### src/rtl/float_pcm_pkg.sv
// float_pcm_pkg: shared float32 field constants, the sample class enum and
// the PCM full-scale helpers used by float_to_pcm.
package float_pcm_pkg;

  localparam int FP_BIAS     = 127;
  localparam int FP_EXP_MAX  = 255;
  localparam int FP_SIGN_BIT = 31;
  localparam int FP_EXP_HI   = 30;
  localparam int FP_EXP_LO   = 23;
  localparam int FP_MAN_HI   = 22;
  localparam int FP_MAN_W    = 23;

  // ZERO: zero/denormal, NORMAL: |x| < 1, SAT: |x| >= 1 or Inf, NAN: NaN
  typedef enum logic [1:0] {ZERO, NORMAL, SAT, NAN} cls_e;

  function automatic int pcm_max(input int w);
    return (1 << (w - 1)) - 1;
  endfunction

  function automatic int pcm_min(input int w);
    return -(1 << (w - 1));
  endfunction

endpackage

### src/rtl/pcm_fifo.sv
// pcm_fifo: synchronous FIFO with synchronous active-low reset.
// Ports: clk, rst_n, push_i/data_i (write), pop_i (read head), data_o (head,
// 0 while empty), full_o, empty_o.
// A push while full is accepted only if a pop happens in the same cycle.
module pcm_fifo #(
  parameter int W     = 24,
  parameter int DEPTH = 4
) (
  input  logic         clk,
  input  logic         rst_n,
  input  logic         push_i,
  input  logic [W-1:0] data_i,
  input  logic         pop_i,
  output logic [W-1:0] data_o,
  output logic         full_o,
  output logic         empty_o
);

  localparam int AW = $clog2(DEPTH);

  logic [W-1:0] mem_q [DEPTH];
  // extra MSB separates full from empty after wrap-around
  logic [AW:0]  wr_ptr_q, rd_ptr_q;
  logic         wr_en, rd_en;

  assign empty_o = (wr_ptr_q == rd_ptr_q);
  assign full_o  = (wr_ptr_q[AW] != rd_ptr_q[AW]) &&
                   (wr_ptr_q[AW-1:0] == rd_ptr_q[AW-1:0]);
  assign rd_en   = pop_i && !empty_o;
  assign wr_en   = push_i && (!full_o || rd_en);
  assign data_o  = empty_o ? '0 : mem_q[rd_ptr_q[AW-1:0]];

  always_ff @(posedge clk) begin
    if (!rst_n) begin
      wr_ptr_q <= '0;
      rd_ptr_q <= '0;
    end else begin
      if (wr_en) wr_ptr_q <= wr_ptr_q + 1'b1;
      if (rd_en) rd_ptr_q <= rd_ptr_q + 1'b1;
    end
  end

  always_ff @(posedge clk) begin
    if (wr_en) mem_q[wr_ptr_q[AW-1:0]] <= data_i;
  end

endmodule

### src/rtl/float_to_pcm.sv
// float_to_pcm: captures float32 samples on sample_valid, converts them to
// saturated two's-complement PCM in a 3-stage pipeline and buffers them in
// pcm_fifo behind a valid/ready handshake.
// Ports: clk, aclr_n (sync, active-low), sample_in/sample_valid (capture),
// pcm_out/pcm_valid/pcm_ready (output handshake), clip (1-cycle pulse on a
// saturated or NaN sample), overrun (sticky, sample dropped on full FIFO).
// Optional: FLOAT_TO_PCM_CLIP_COUNT_EN adds clip_count, a 16-bit saturating
// count of clip pulses.
module float_to_pcm
  import float_pcm_pkg::*;
#(
  parameter int PCM_W      = 24,
  parameter int FIFO_DEPTH = 4
) (
  input  logic             clk,
  input  logic             aclr_n,
  input  logic [31:0]      sample_in,
  input  logic             sample_valid,
  output logic [PCM_W-1:0] pcm_out,
  output logic             pcm_valid,
  input  logic             pcm_ready,
  output logic             clip,
  output logic             overrun
`ifdef FLOAT_TO_PCM_CLIP_COUNT_EN
  ,
  output logic [15:0]      clip_count
`endif
);

  localparam int STAGES = 3;
  localparam logic [PCM_W-1:0] PMAX = PCM_W'(pcm_max(PCM_W));
  localparam logic [PCM_W-1:0] PMIN = PCM_W'(pcm_min(PCM_W));

  // ---------------- classify (feeds S1) ----------------
  logic                s_in;
  logic [7:0]          e_in;
  logic [FP_MAN_W-1:0] m_in;
  logic [7:0]          sh_full;
  cls_e                cls_d;
  logic                clip_d;
  logic [4:0]          sh_d;

  assign s_in = sample_in[FP_SIGN_BIT];
  assign e_in = sample_in[FP_EXP_HI:FP_EXP_LO];
  assign m_in = sample_in[FP_MAN_HI:0];
  // meaningful only for e < bias; ranges 1..135 there
  assign sh_full = 8'(FP_BIAS) - e_in + 8'(24 - PCM_W);

  always_comb begin
    cls_d  = NORMAL;
    clip_d = 1'b0;
    sh_d   = (sh_full >= 8'd24) ? 5'd24 : sh_full[4:0];
    if (e_in == 8'd0) begin
      cls_d = ZERO;
    end else if (e_in == 8'(FP_EXP_MAX) && m_in != '0) begin
      cls_d  = NAN;
      clip_d = 1'b1;
    end else if (e_in >= 8'(FP_BIAS)) begin
      cls_d  = SAT;
      // exactly -1.0 is representable as PCM_MIN, so it is not a clip
      clip_d = !(s_in && e_in == 8'(FP_BIAS) && m_in == '0);
    end
  end

  // ---------------- pipeline registers ----------------
  logic [STAGES:1] vld_pipe_q;
  logic            s1_s_q, s2_s_q;
  cls_e            s1_cls_q, s2_cls_q;
  logic            s1_clip_q, s2_clip_q, s3_clip_q;
  logic [23:0]     s1_man_q;
  logic [4:0]      s1_sh_q;
  logic [PCM_W-1:0] s2_mag_q, s3_res_q;

  logic [23:0]      mag_full;
  logic [PCM_W-1:0] res_d;

  // sh >= 24 shifts everything out, leaving 0
  assign mag_full = s1_man_q >> s1_sh_q;

  // NORMAL magnitudes are < 2^(PCM_W-1), so negation never overflows
  always_comb begin
    res_d = '0;
    unique case (s2_cls_q)
      ZERO:    res_d = '0;
      NAN:     res_d = '0;
      SAT:     res_d = s2_s_q ? PMIN : PMAX;
      NORMAL:  res_d = s2_s_q ? (~s2_mag_q + 1'b1) : s2_mag_q;
      default: res_d = '0;
    endcase
  end

  always_ff @(posedge clk) begin
    if (!aclr_n) begin
      vld_pipe_q <= '0;
      s1_s_q     <= 1'b0;
      s1_cls_q   <= ZERO;
      s1_clip_q  <= 1'b0;
      s1_man_q   <= '0;
      s1_sh_q    <= '0;
      s2_s_q     <= 1'b0;
      s2_cls_q   <= ZERO;
      s2_clip_q  <= 1'b0;
      s2_mag_q   <= '0;
      s3_clip_q  <= 1'b0;
      s3_res_q   <= '0;
    end else begin
      vld_pipe_q <= {vld_pipe_q[STAGES-1:1], sample_valid};
      // S1: capture + classify
      s1_s_q     <= s_in;
      s1_cls_q   <= cls_d;
      s1_clip_q  <= clip_d;
      s1_man_q   <= {1'b1, m_in};
      s1_sh_q    <= sh_d;
      // S2: barrel shift
      s2_s_q     <= s1_s_q;
      s2_cls_q   <= s1_cls_q;
      s2_clip_q  <= s1_clip_q;
      s2_mag_q   <= mag_full[PCM_W-1:0];
      // S3: negate / saturate
      s3_clip_q  <= s2_clip_q;
      s3_res_q   <= res_d;
    end
  end

  // ---------------- output FIFO ----------------
  logic fifo_full, fifo_empty, push, drop;
  logic clip_q, overrun_q;

  assign push = vld_pipe_q[STAGES];
  // a full FIFO is never empty, so pcm_ready alone means a pop happens
  assign drop = push && fifo_full && !pcm_ready;

  pcm_fifo #(
    .W     (PCM_W),
    .DEPTH (FIFO_DEPTH)
  ) u_fifo (
    .clk     (clk),
    .rst_n   (aclr_n),
    .push_i  (push),
    .data_i  (s3_res_q),
    .pop_i   (pcm_ready),
    .data_o  (pcm_out),
    .full_o  (fifo_full),
    .empty_o (fifo_empty)
  );

  always_ff @(posedge clk) begin
    if (!aclr_n) begin
      clip_q    <= 1'b0;
      overrun_q <= 1'b0;
    end else begin
      clip_q    <= push && s3_clip_q;
      overrun_q <= overrun_q | drop;
    end
  end

  assign pcm_valid = !fifo_empty;
  assign clip      = clip_q;
  assign overrun   = overrun_q;

`ifdef FLOAT_TO_PCM_CLIP_COUNT_EN
  logic [15:0] clip_count_q;

  always_ff @(posedge clk) begin
    if (!aclr_n)                               clip_count_q <= '0;
    else if (clip_q && clip_count_q != 16'hFFFF) clip_count_q <= clip_count_q + 16'd1;
  end

  assign clip_count = clip_count_q;
`endif

endmodule

### config.mk
export PLATFORM = sky130hd
export DESIGN_NAME = float_to_pcm
export DESIGN_NICKNAME = d
export VERILOG_FILES = /design/src/rtl/float_pcm_pkg.sv /design/src/rtl/pcm_fifo.sv /design/src/rtl/float_to_pcm.sv
export SDC_FILE = /design/constraint.sdc
export NUM_CORES = 1
export LEC_CHECK = 0
export BUFFER_PORTS_ARGS = -buffer_cell sky130_fd_sc_hd__buf_2
export CORE_ASPECT_RATIO = 0.5
export CORE_MARGIN = 5
export CORE_UTILIZATION = 36
export DETAILED_ROUTE_END_ITERATION = 7
export HOLD_SLACK_MARGIN = 0.03
export SETUP_SLACK_MARGIN = 0.02
export SYNTH_ARGS = -nofsm -noshare
export SYNTH_HDL_FRONTEND = slang
export SYNTH_SLANG_ARGS = --single-unit
### constraint.sdc
create_clock -name clk -period 2.2 [get_ports clk]
set_input_delay 0.11 -clock clk [delete_from_list [all_inputs] [get_ports clk]]
set_output_delay 0.11 -clock clk [all_outputs]
set_load 0.03 [all_outputs]
==> metrics.md <==
| Metric | Value |
|---|---|
| # clock sinks | `just under 200` |
| Combinational power share | `under 10%` |
| Seq/Total Area, Yosys | `about three fifths` |
| RSZ-0062 raised after global routing | `false` |
| Antenna violations before repair | `0` |
| Yosys top cell by area | `edfxtp_1` |
| DR iter-0 viols | `roughly 320` |
| Max Slew Vio Count | `0` |
| Avg WL per Cell | `approximately 16 µm` |
| Rel. slew slack | `57.90%` |
| Switch share | `approximately a quarter` |
| Die width | `224.5 µm` |
| Psw | `around 1900 µW` |
| Gr usage total | `between 10% and 20%` |
| Largest net degree at the start of global routing | `37` |
| Post-layout min period | `~2.0 ns` |
| TritonCTS clock tree | `done` |
| Pre-CTS setup slack | `between 0.2 and 0.3 ns` |
| Clock latency on the worst-skew pair | `roughly 0.43 ns` |
| Pleak | `between 0.003 and 0.004 µW` |
| Core area | `between 0.02 and 0.025 mm²` |
| DRT Pass-1 Iters | `6` |
| Drt drc | `0` |
| Final Setup Violations | `0` |
| Final setup TNS | `0 ns` |
| Tcrit/Tclk final | `93.04%` |
| Final Total Pwr | `between 7000 and 8000 µW` |
| Post-synth EDFFs | `96` |
| Hold WC Path Type | `in2reg` |
| Max Fclk | `~490 MHz` |
| H-tree levels | `4` |
| Top_reg_cell synth | `dfxtp_1` |
| Placer Congestion | `around 0.87` |
| Starting Density | `between 30% and 40%` |
| Vias per cell | `between 4 and 5` |
| Synth-to-layout area growth | `19.98%` |
| Detail Placement HPWL | `12340 µm` |
| PwrDens | `between 700 and 800 mW/mm²` |
| Syn Nets | `697` |
| Hold_ws | `0.1095 ns` |
| I/O Buffers | `62` |
| Worst setup EP type | `primary output` |
| Clock Path Buffers | `2` |
| Clock network power share | `around two fifths` |
| Share of cells above drive strength 1 | `between 20% and 30%` |
| Critical path, cell by cell | `buf_12 > mux4_2 > and2_1 > buf_2` |
| Crit-path slowest cell | `mux4_2` |
| Ports | `63` |
| Type of the worst setup path | `reg2out` |
| Clk slew on worst S/H paths | `approximately 0.07 ns` |
| TritonCTS buffer count | `17` |
| Final ANT Viol Nets | `0` |
| Die H | `117.2 µm` |
| Cells after Synth | `653` |
| Synth Cell Area | `0.008280 mm²` |
| Number of global-route vias before repair | `about 5.3k` |
| Synth top area cells | `edfxtp_1 (35%), dfxtp_1 (24%), mux4_2 (7.3%), and2_1 (4.8%), mux2i_1 (3.1%)` |
| Top-area cell type share of the netlist area | `around a third` |
| PnR worst setup slack | `about 0.15 ns` |
| Ys async rst share | `0%` |
| Dpl cells | `1007` |
| CTS root buffer | `clkbuf_16` |
| Max VDD drop | `between 0.5 and 0.6 mV` |
| Finished Layout Cells | `approximately 1.1k` |
| Synth Register Bits | `between 150 and 200` |
| Crit path required time | `roughly 2.1 ns` |
| Internal power | `approximately 5700 µW` |
| Reg power frac | `between 50 and 60%` |
| Final Hold Violating Endpoints | `0` |
| Status | `completed` |
| Row count | `39` |
| Mean Syn Cell Area | `approximately 13 µm²` |
| CP Data Arrival Time | `1.94 ns` |
| Final layout net count | `795` |
| Skew final | `roughly 0.013 ns` |
| CP Launch Type | `flip-flop` |
| Worst path max stage delay | `0.55 ns` |
| Global-route wire length before repair | `28400 µm` |
| Max_cap viols | `0` |
| Synth cell types | `60` |
| Count leader, synth | `dfxtp_1` |
| Crit-path max FO | `24` |
| Yosys warnings | `0` |
| GRT Residual Overflow | `0` |
| Worst Max-Slew Pin Slew | `between 0.6 and 0.7 ns` |
| Commonest cells in the synthesized netlist | `dfxtp_1 (99), edfxtp_1 (96), and2_1 (64)` |
| Diodes inserted | `0` |
| Die area | `0.02632 mm²` |
| Cts repair resizes | `0` |
| Post-Route WL | `17580 µm` |
| Routed via count | `around 5.2k` |
[critical path: cells and delay by family (launching register included)]
| kind | cells | cell delay, ns |
|---|---|---|
| muxes | 1 | 0.55 |
| buffers and inverters | 2 | 0.40 |
| DFF | 1 | 0.36 |
| and+or+nand+nor | 1 | 0.18 |
[metrics by stage]
step,cell area [µm²],utilization [%]
floorplan,8283,-
global placement,9037,39.74
detailed placement,9037,39.74
CTS,9935,43.69
global route,9935,43.69
finish,9935,43.69
[power by group through the flow]
stage / combinational (µW) / sequential (µW) / clock (µW)
final: 690 / 3920 / 2970
after global routing: 760 / 3930 / 3220
after CTS: 696 / 3920 / 3050
after detailed placement: 649 / 4000 / 0
after global placement: 642 / 4000 / 0
after floorplan: 465 / 3970 / 0
[layout make-up]
| type | instances | area (µm²) |
|---|---|---|
| Clock inverter | 15 | 151.4 |
| Sequential cell | 195 | 4865 |
| Fill cell | 2126 | 12800 |
| Clock buffer | 17 | 425.4 |
| Multi-Input combinational cell | 410 | 3219 |
| Inverter | 17 | 63.81 |
| Tap cell | 307 | 384.1 |
| Timing Repair Buffer | 110 | 825.8 |
[path summary, 6_finish.rpt]
path                           from                              end  slack, ns  cells past startpoint
min reg2reg       s1_s_q$_SDFF_PN0_                s2_s_q$_SDFF_PN0_       0.43                      1
max reg2reg  s2_mag_q[0]$_SDFF_PN0_          s3_res_q[22]$_SDFF_PN0_       0.24                      7
max                       flip-flop                      pcm_out[18]       0.15                      4
min                       pcm_ready  u_fifo.rd_ptr_q[2]$_SDFFE_PN0P_       0.11                      4
[registers in the layout (all words and copies together) (netlist names), named ones only]
signal	flops
u_fifo.mem_q	96
s1_man_q	24
s2_mag_q	24
s3_res_q	24
s1_sh_q	5
u_fifo.rd_ptr_q	3
u_fifo.wr_ptr_q	3
vld_pipe_q	3
s1_cls_q	2
s2_cls_q	2
clip	1
overrun	1
s1_clip_q	1
s1_s_q	1
s2_clip_q	1
s2_s_q	1
s3_clip_q	1
[layer usage]
metal  vias up  GRT usage, %  routed length (µm)
li1       2603             -                   -
met1      2509         18.42                8568
met2       117         22.76                8123
met3        13         2.940                 655
met4         0         3.891                 227
met5         -             0                   0
[cell usage in the layout, fill, tap and decap left out, drive strengths merged, types with 6 or more instances in the layout]
cell type    Yosys  layout
nand2b          13      13
and2            64      64
dlygate4sd3      0      32
edfxtp          96      96
ha               8       8
mux2            16      16
o22ai            6       6
mux4            27      27
o221ai           8       8
nand2           29      29
xor2            16      16
nand3           10      10
nor2            43      43
nor2b           13      13
clkbuf          18      17
o21ai           28      28
a21oi           21      21
dfxtp           99      99
inv             17      26
buf             13      78
nor3             6       6
a211oi           6       6
mux2i           26      26
clkinv           0       6
a22oi            6       6
nor4            11      11
[cell families (layout without fill, tap and decap cells)]
group                      after synthesis  after routing  share of synthesized area [%]
buffers and inverters                   48            159                          2.493
muxes                                   69             69                          12.66
AOI/OAI and AO/OA                      104            104                          8.583
DFF                                    195            195                          58.75
xor gates and xnor gates                21             21                          2.221
adders and majority gates                8              8                          1.209
and+or+nand+nor                        208            208                          14.08
[repair_timing]
action / in CTS / in global routing
hold endpoints to repair: 34 / 0
hold buffers: 32 / 0
buffers inserted: 0 / 0
(Power assumes the default switching activity.)
